$ cat config.mk
export PLATFORM = sky130hd
export DESIGN_NAME = readout_capture
export DESIGN_NICKNAME = d
export VERILOG_FILES = /design/src/rtl/readout_capture.sv
export SDC_FILE = /design/constraint.sdc
export NUM_CORES = 1
export LEC_CHECK = 0
export ABC_AREA = 1
export BUFFER_PORTS_ARGS = -buffer_cell sky130_fd_sc_hd__buf_2
export CORE_MARGIN = 2
export CORE_UTILIZATION = 52
export CTS_CLUSTER_SIZE = 30
export DETAILED_ROUTE_END_ITERATION = 8
export PLACE_DENSITY = 0.89
export SYNTH_ARGS = -nofsm -noshare
export SYNTH_HDL_FRONTEND = slang
export SYNTH_SLANG_ARGS = --single-unit
$ cat constraint.sdc
create_clock -name clk -period 2.45 [get_ports clk]
set_input_delay 0.3675 -clock clk [delete_from_list [all_inputs] [get_ports clk]]
set_output_delay 0.3675 -clock clk [all_outputs]
set_load 0.02 [all_outputs]
$ cat src/rtl/readout_capture.sv
// Receive side of the 4-pixel camera readout: detects adc strobes, captures two rows, hands a 2x2 frame downstream.
// Optional pix_sum output is enabled with `define READOUT_CAPTURE_SUM_EN.
module readout_capture #(
  parameter int ADC_W = 8,
  parameter int CNT_W = 8
) (
  input  logic               clk,
  input  logic               reset,
  input  logic               nre1,
  input  logic               nre2,
  input  logic               adc,
  input  logic [2*ADC_W-1:0] col_data,
  output logic               out_valid,
  input  logic               out_ready,
  output logic [4*ADC_W-1:0] pix,
  output logic [CNT_W-1:0]   frame_cnt,
  output logic               proto_err,
`ifdef READOUT_CAPTURE_SUM_EN
  output logic [ADC_W+1:0]   pix_sum,
`endif
  output logic               overrun
);

  typedef enum logic {
    WAIT_R1,
    WAIT_R2
  } state_t;

  state_t             state;
  logic               adc_q;
  logic [2*ADC_W-1:0] row1_buf;

  logic               cap;
  logic               sel_row1;
  logic               sel_row2;
  logic               frame_done;
  logic               transfer;
  logic               can_load;
  logic [4*ADC_W-1:0] frame_next;

  assign cap        = adc & ~adc_q;
  assign sel_row1   = nre1 & ~nre2;
  assign sel_row2   = ~nre1 & nre2;
  assign frame_done = cap & sel_row2 & (state == WAIT_R2);
  assign transfer   = out_valid & out_ready;
  // A frame may load when the output slot is empty or is being emptied on this very edge.
  assign can_load   = ~out_valid | out_ready;
  assign frame_next = {col_data, row1_buf};

`ifdef READOUT_CAPTURE_SUM_EN
  logic [ADC_W+1:0] sum_next;

  always_comb begin
    sum_next = {2'b00, frame_next[0*ADC_W +: ADC_W]}
             + {2'b00, frame_next[1*ADC_W +: ADC_W]}
             + {2'b00, frame_next[2*ADC_W +: ADC_W]}
             + {2'b00, frame_next[3*ADC_W +: ADC_W]};
  end

  always_ff @(posedge clk or posedge reset) begin
    if (reset) begin
      pix_sum <= '0;
    end else if (frame_done && can_load) begin
      pix_sum <= sum_next;
    end
  end
`endif

  always_ff @(posedge clk or posedge reset) begin
    if (reset) begin
      state     <= WAIT_R1;
      adc_q     <= 1'b0;
      row1_buf  <= '0;
      out_valid <= 1'b0;
      pix       <= '0;
      frame_cnt <= '0;
      proto_err <= 1'b0;
      overrun   <= 1'b0;
    end else begin
      adc_q <= adc;

      if (transfer) begin
        frame_cnt <= frame_cnt + CNT_W'(1);
        out_valid <= 1'b0;
      end

      if (cap) begin
        if (!sel_row1 && !sel_row2) begin
          proto_err <= 1'b1;
        end else begin
          unique case (state)
            WAIT_R1: begin
              if (sel_row1) begin
                row1_buf <= col_data;
                state    <= WAIT_R2;
              end else begin
                proto_err <= 1'b1;
              end
            end
            WAIT_R2: begin
              // A repeated row1 means the sequencer restarted; keep the newest row1.
              if (sel_row1) begin
                row1_buf <= col_data;
              end else begin
                state <= WAIT_R1;
                if (can_load) begin
                  pix       <= frame_next;
                  out_valid <= 1'b1;
                end else begin
                  overrun <= 1'b1;
                end
              end
            end
            default: state <= WAIT_R1;
          endcase
        end
      end
    end
  end

endmodule
[Word level (Yosys, flattened, before mapping)]
Index checks and enable logic that the tools add are counted.
Word-level totals
  register bits after elaboration: 61
  bits of input ports: 22
Operators by class
  $add $sub $neg: 1
  equality and inequality tests: 2
  mux-type cells: 11
  bitwise operators: 12
  reduce and logical (&&, ||, !) cells: 8
Operators with widths (count)
  $mux W16: 1
  $mux W1: 10
  $reduce_and A5 Y1: 2
  $add A8 B1 Y8 const B: 1
  $not A1 Y1: 7
  $reduce_and A3 Y1: 2
  $and A1 B1 Y1: 4
  $ne A2 B1 Y1 const B: 2
  $logic_not A1 Y1: 2
  $reduce_and A2 Y1: 1
  $logic_and A1 B1 Y1: 1
  $or A1 B1 Y1: 1

[Logic depth before layout (Yosys ltp)]
  depth in word-level cells: 7
  depth in mapped cells: 9
  gate-level depth less buffers: 7

[Worst setup path before layout]
Ideal clock, no wire load.
  kind: input to register
  from: input port nre1
  to: register row1_buf[10]
  library setup time: 131 ps
  arrival time: 1316 ps
  required time: 2319 ps
  path slack: 1003 ps
  stages: 7
  path buffers: 1
  path through: inv_1 ha_1 nor3_2 nand2_1 clkbuf_1 nand2_1 o21ai_0
Between the ends
  cells in the longest elaborated chain, start to end: 6
Ends and longest elaborated chain
  start: declaration: line 9  | input logic nre1,
  $not A1 Y1: line 43  | assign sel_row2 = ~nre1 & nre2;
  $and A1 B1 Y1: line 43
  $logic_not A1 Y1: line 88  | if (!sel_row1 && !sel_row2) begin
  $logic_and A1 B1 Y1: line 88
  $not A1 Y1 (no line)
  $reduce_and A3 Y1 (no line) *
  end signal: assignment: line 94  | row1_buf <= col_data;
  end signal: assignment: line 103  | row1_buf <= col_data;
  end: declaration: line 31  | logic [2*ADC_W-1:0] row1_buf;
Every way passes the cells marked *; elsewhere a longest branch is shown, timed or not.
A chain may end at the register's enable or synchronous reset.

[Worst setup path in the final report]
  from: register out_valid
  to: register pix[21]
Between the ends
  cells in the longest elaborated chain, start to end: 3
Ends and longest elaborated chain
  start: declaration: line 13  | output logic out_valid,
  start signal: assignment: line 74  | out_valid <= 1'b0;
  start signal: assignment: line 84  | out_valid <= 1'b0;
  start signal: assignment: line 108  | out_valid <= 1'b1;
  $not A1 Y1: line 47  | assign can_load = ~out_valid | out_ready;
  $or A1 B1 Y1: line 47
  $reduce_and A5 Y1 (no line)
  end signal: assignment: line 107  | pix <= frame_next;
  end: declaration: line 15  | output logic [4*ADC_W-1:0] pix,
No other way between the ends.

==> impl_metrics.ini <==
[clock_tree]
clkTransAtPathRegs_ns = 0.06
cts_tree = done
clock-sinks = 61
htree_levels = 3
clockBufferDepth = 2
root_buffer = clkbuf_8
postCtsSetupRepairBufs = 0
ctsHoldBuffers = 0
clk_latency_ns = 0.33
cts_made_buffers = 9
cts_resized = 0

[placement]
numPortBuffers = 64
place_area_mm2 = 0.002868
hpwlAfterDp_um = 3440
gp_congestion = 0.7709
placedCellCount = 375

[logic_synthesis]
synth_cell_types = 25
synth-seq-area-share_pct = 60.61
synth_top_family_by_area = simple AND/OR/NAND/NOR gates
netlist.area_leader.share_pct = 60.61
synthSimpleGateAreaFrac_pct = 20.17
ys_ff_latch = 61
synth_area_per_cell_um2 = 9.577
synth_compound_area_share_pct = 7.799
synth-xor-area-share_pct = 1.391
synth_top_cell_by_area = dfrtp_1
syn-cell-area_mm2 = 0.002519
muxShareOfSynthArea_pct = 0.4471
synthAdderAreaFrac_pct = 1.490
yosys_warnings = 0
synth_nets = 288
netlist_instances = 263
ys_top_cells_by_area = dfrtp_1 61%, nand2_1 11%, o21ai_0 5.8%

[route]
num_vias = 1920
wl_um = 5047
drt_iter0_markers = 162
drtPass1Iterations = 4
drcViolationCount = 0
via_per_inst = 4.910
ant_nets = 0
wl_per_cell_um = 12.91

[die]
coreArea_mm2 = 0.004692
start_util_pct = 53.68
die_h_um = 73.60
rows = 25
dieArea_mm2 = 0.005416
io_pins = 65
die_w_um = 73.60

[worst_setup_path]
cp-endpoint = pix[21]$_DFFE_PP0P_
critPathBufInv = 2
slowest_stage = dfrtp_1
required_ns = 2.64
slowest_delay_ns = 0.40
r2r_slack_ns = 0.96
path_class = reg2reg
start_kind = flip-flop
cp_num_cells = 6
reg2reg_from = out_valid$_DFF_PP0_
cp-end-kind = flip-flop
worstPathCellList = inv_2 > nor2_4 > nor2_8 > nand2_2 > buf_4 > o21ai_0
r2r_end = pix[21]$_DFFE_PP0P_
reg2regPathDepth = 6
crit_start = out_valid$_DFF_PP0_
critical_path.top_delay_family = buffers and inverters
cp.arrival_ns = 1.68
path_max_fanout = 48

[hold_path]
min_path_cells = 1
hold_class = in2reg

[power_and_ir_drop]
p_per_area_mw_per_mm2 = 989.4
power.total_w = 0.003027
leakagePower_nw = 1.737
max-vdd-ir-drop_mv = 0.4071

[final_layout]
layout_common_cells = 76 x nand2_1, 64 x buf_2, 61 x dfrtp_1
final_cells = 391
final_common_cell = nand2_1
final_util_pct = 65.20
fin_area_mm2 = 0.003059
diodes = 0
final_layout_size_suffix_gt1_share_pct = 30.56
areaGrowthSynthToFinish_pct = 21.46
layout.nets = 357

[status]
status = complete, no violations

[timing]
slew_headroom_pct = 45.88
final.period_utilization_pct = 60.95
worstMarginPinSlew_ns = 0.8106
rsz0062_at_grt = no
fin_setup_tns_ns = 0
setup_viol = 0
max_clock_freq_mhz = 669.7
finClkSkew_ns = 0.007556
report.final.slew_viol_count = 0
min_period_ns = 1.493
finalHoldViolCount = 0

[grt]
grt_max_degree = 49
met1_usage_pct = 26.67
first_global_vias = 1790
track_usage_pct = 20.25
grt_pass1_wl_um = 8114
met3_usage_pct = 5.213
gr-max-usage-layer = met2
grt_antenna_before_repair = 0
gr-total-overflow = 0
grtUsageMet2_pct = 30.75

[flow_run]
drv_cap = 0
## per-stage QoR
| step | hold WS (ns) | worst slack (ns) |
|---|---|---|
| 2_1_floorplan | 0.3989 | 0.5695 |
| 3_3_place_gp | 0.4404 | 0.7962 |
| 3_5_place_dp | 0.4605 | 0.7037 |
| 4_1_cts | 0.1740 | 0.9487 |
| 5_1_grt | 0.1846 | 0.7722 |
| 6_report | 0.1839 | 0.9568 |
## routing by layer
layer,vias to the layer above,part of all wire (%)
met4,0,1.8
met3,9,5.5
met2,60,48
li1,962,-
met1,889,44
met5,-,0
## how the worst min path moves through the flow
stage | end | start | slack, ns
final | adc_q$_DFF_PP0_ | adc | 0.18
after global routing | adc_q$_DFF_PP0_ | adc | 0.18
after CTS | adc_q$_DFF_PP0_ | adc | 0.17
after detailed placement | overrun$_DFFE_PP0P_ | overrun$_DFFE_PP0P_ | 0.46
after global placement | overrun$_DFFE_PP0P_ | overrun$_DFFE_PP0P_ | 0.44
after floorplan | adc_q$_DFF_PP0_ | adc | 0.40
## cell type report
type / instances / area [um2]
inverters: 34 / 127.6
multi-input cells: 157 / 788.3
clock inverters: 5 / 50.05
repair buffers: 69 / 357.8
clock buffers: 11 / 141.4
fillers: 371 / 1633
flip-flops and latches: 61 / 1526
well taps: 54 / 67.56
## cells by family after synthesis
family | after synthesis
AND/OR/NAND/NOR | 114
flip-flops | 61
AO/OA/AOI/OAI | 35
multiplexers | 1
XOR/XNOR | 4
adder cells (fa/ha/maj) | 3
buffers and inverters | 45
## worst reg2reg max path: cells and delay by family, from the launching register on
family          cells  cell delay [ns]
compound gates      1             0.18
simple gates        3             0.31
flops               1             0.40
buf+inv             2             0.46
## state kept, by name, indices dropped and copies added (netlist names)
register / count
overrun: 1
row1_buf: 16
state: 1
frame_cnt: 8
pix: 32
proto_err: 1
out_valid: 1
adc_q: 1
## report_power, final
group,total (W),switching (W),leakage [nW],internal [W]
clock network,0.000862,0.000372,0.103,0.000490
registers,0.00142,0.000158,0.773,0.00126
logic,0.000749,0.000480,0.861,0.000269
total,0.00303,0.00101,1.74,0.00202
## Yosys cell counts
master and instances:
buf_6 2, buf_2 3, nand2_1 76, o21ai_0 29, clkbuf_1 3, buf_8 1
a31o_2 1, nor2_4 1, ha_1 3, xor2_1 2, nor2_1 5, clkbuf_2 1
dfrtp_1 61, o21bai_1 1, nor2_8 1, inv_2 1, nand2_2 8, mux2_2 1
buf_4 1, nor3_2 1, o21ai_2 4, nand4_1 2, inv_1 33, nand3_1 20
xnor2_1 2
Power figures use the tool's default switching activity.
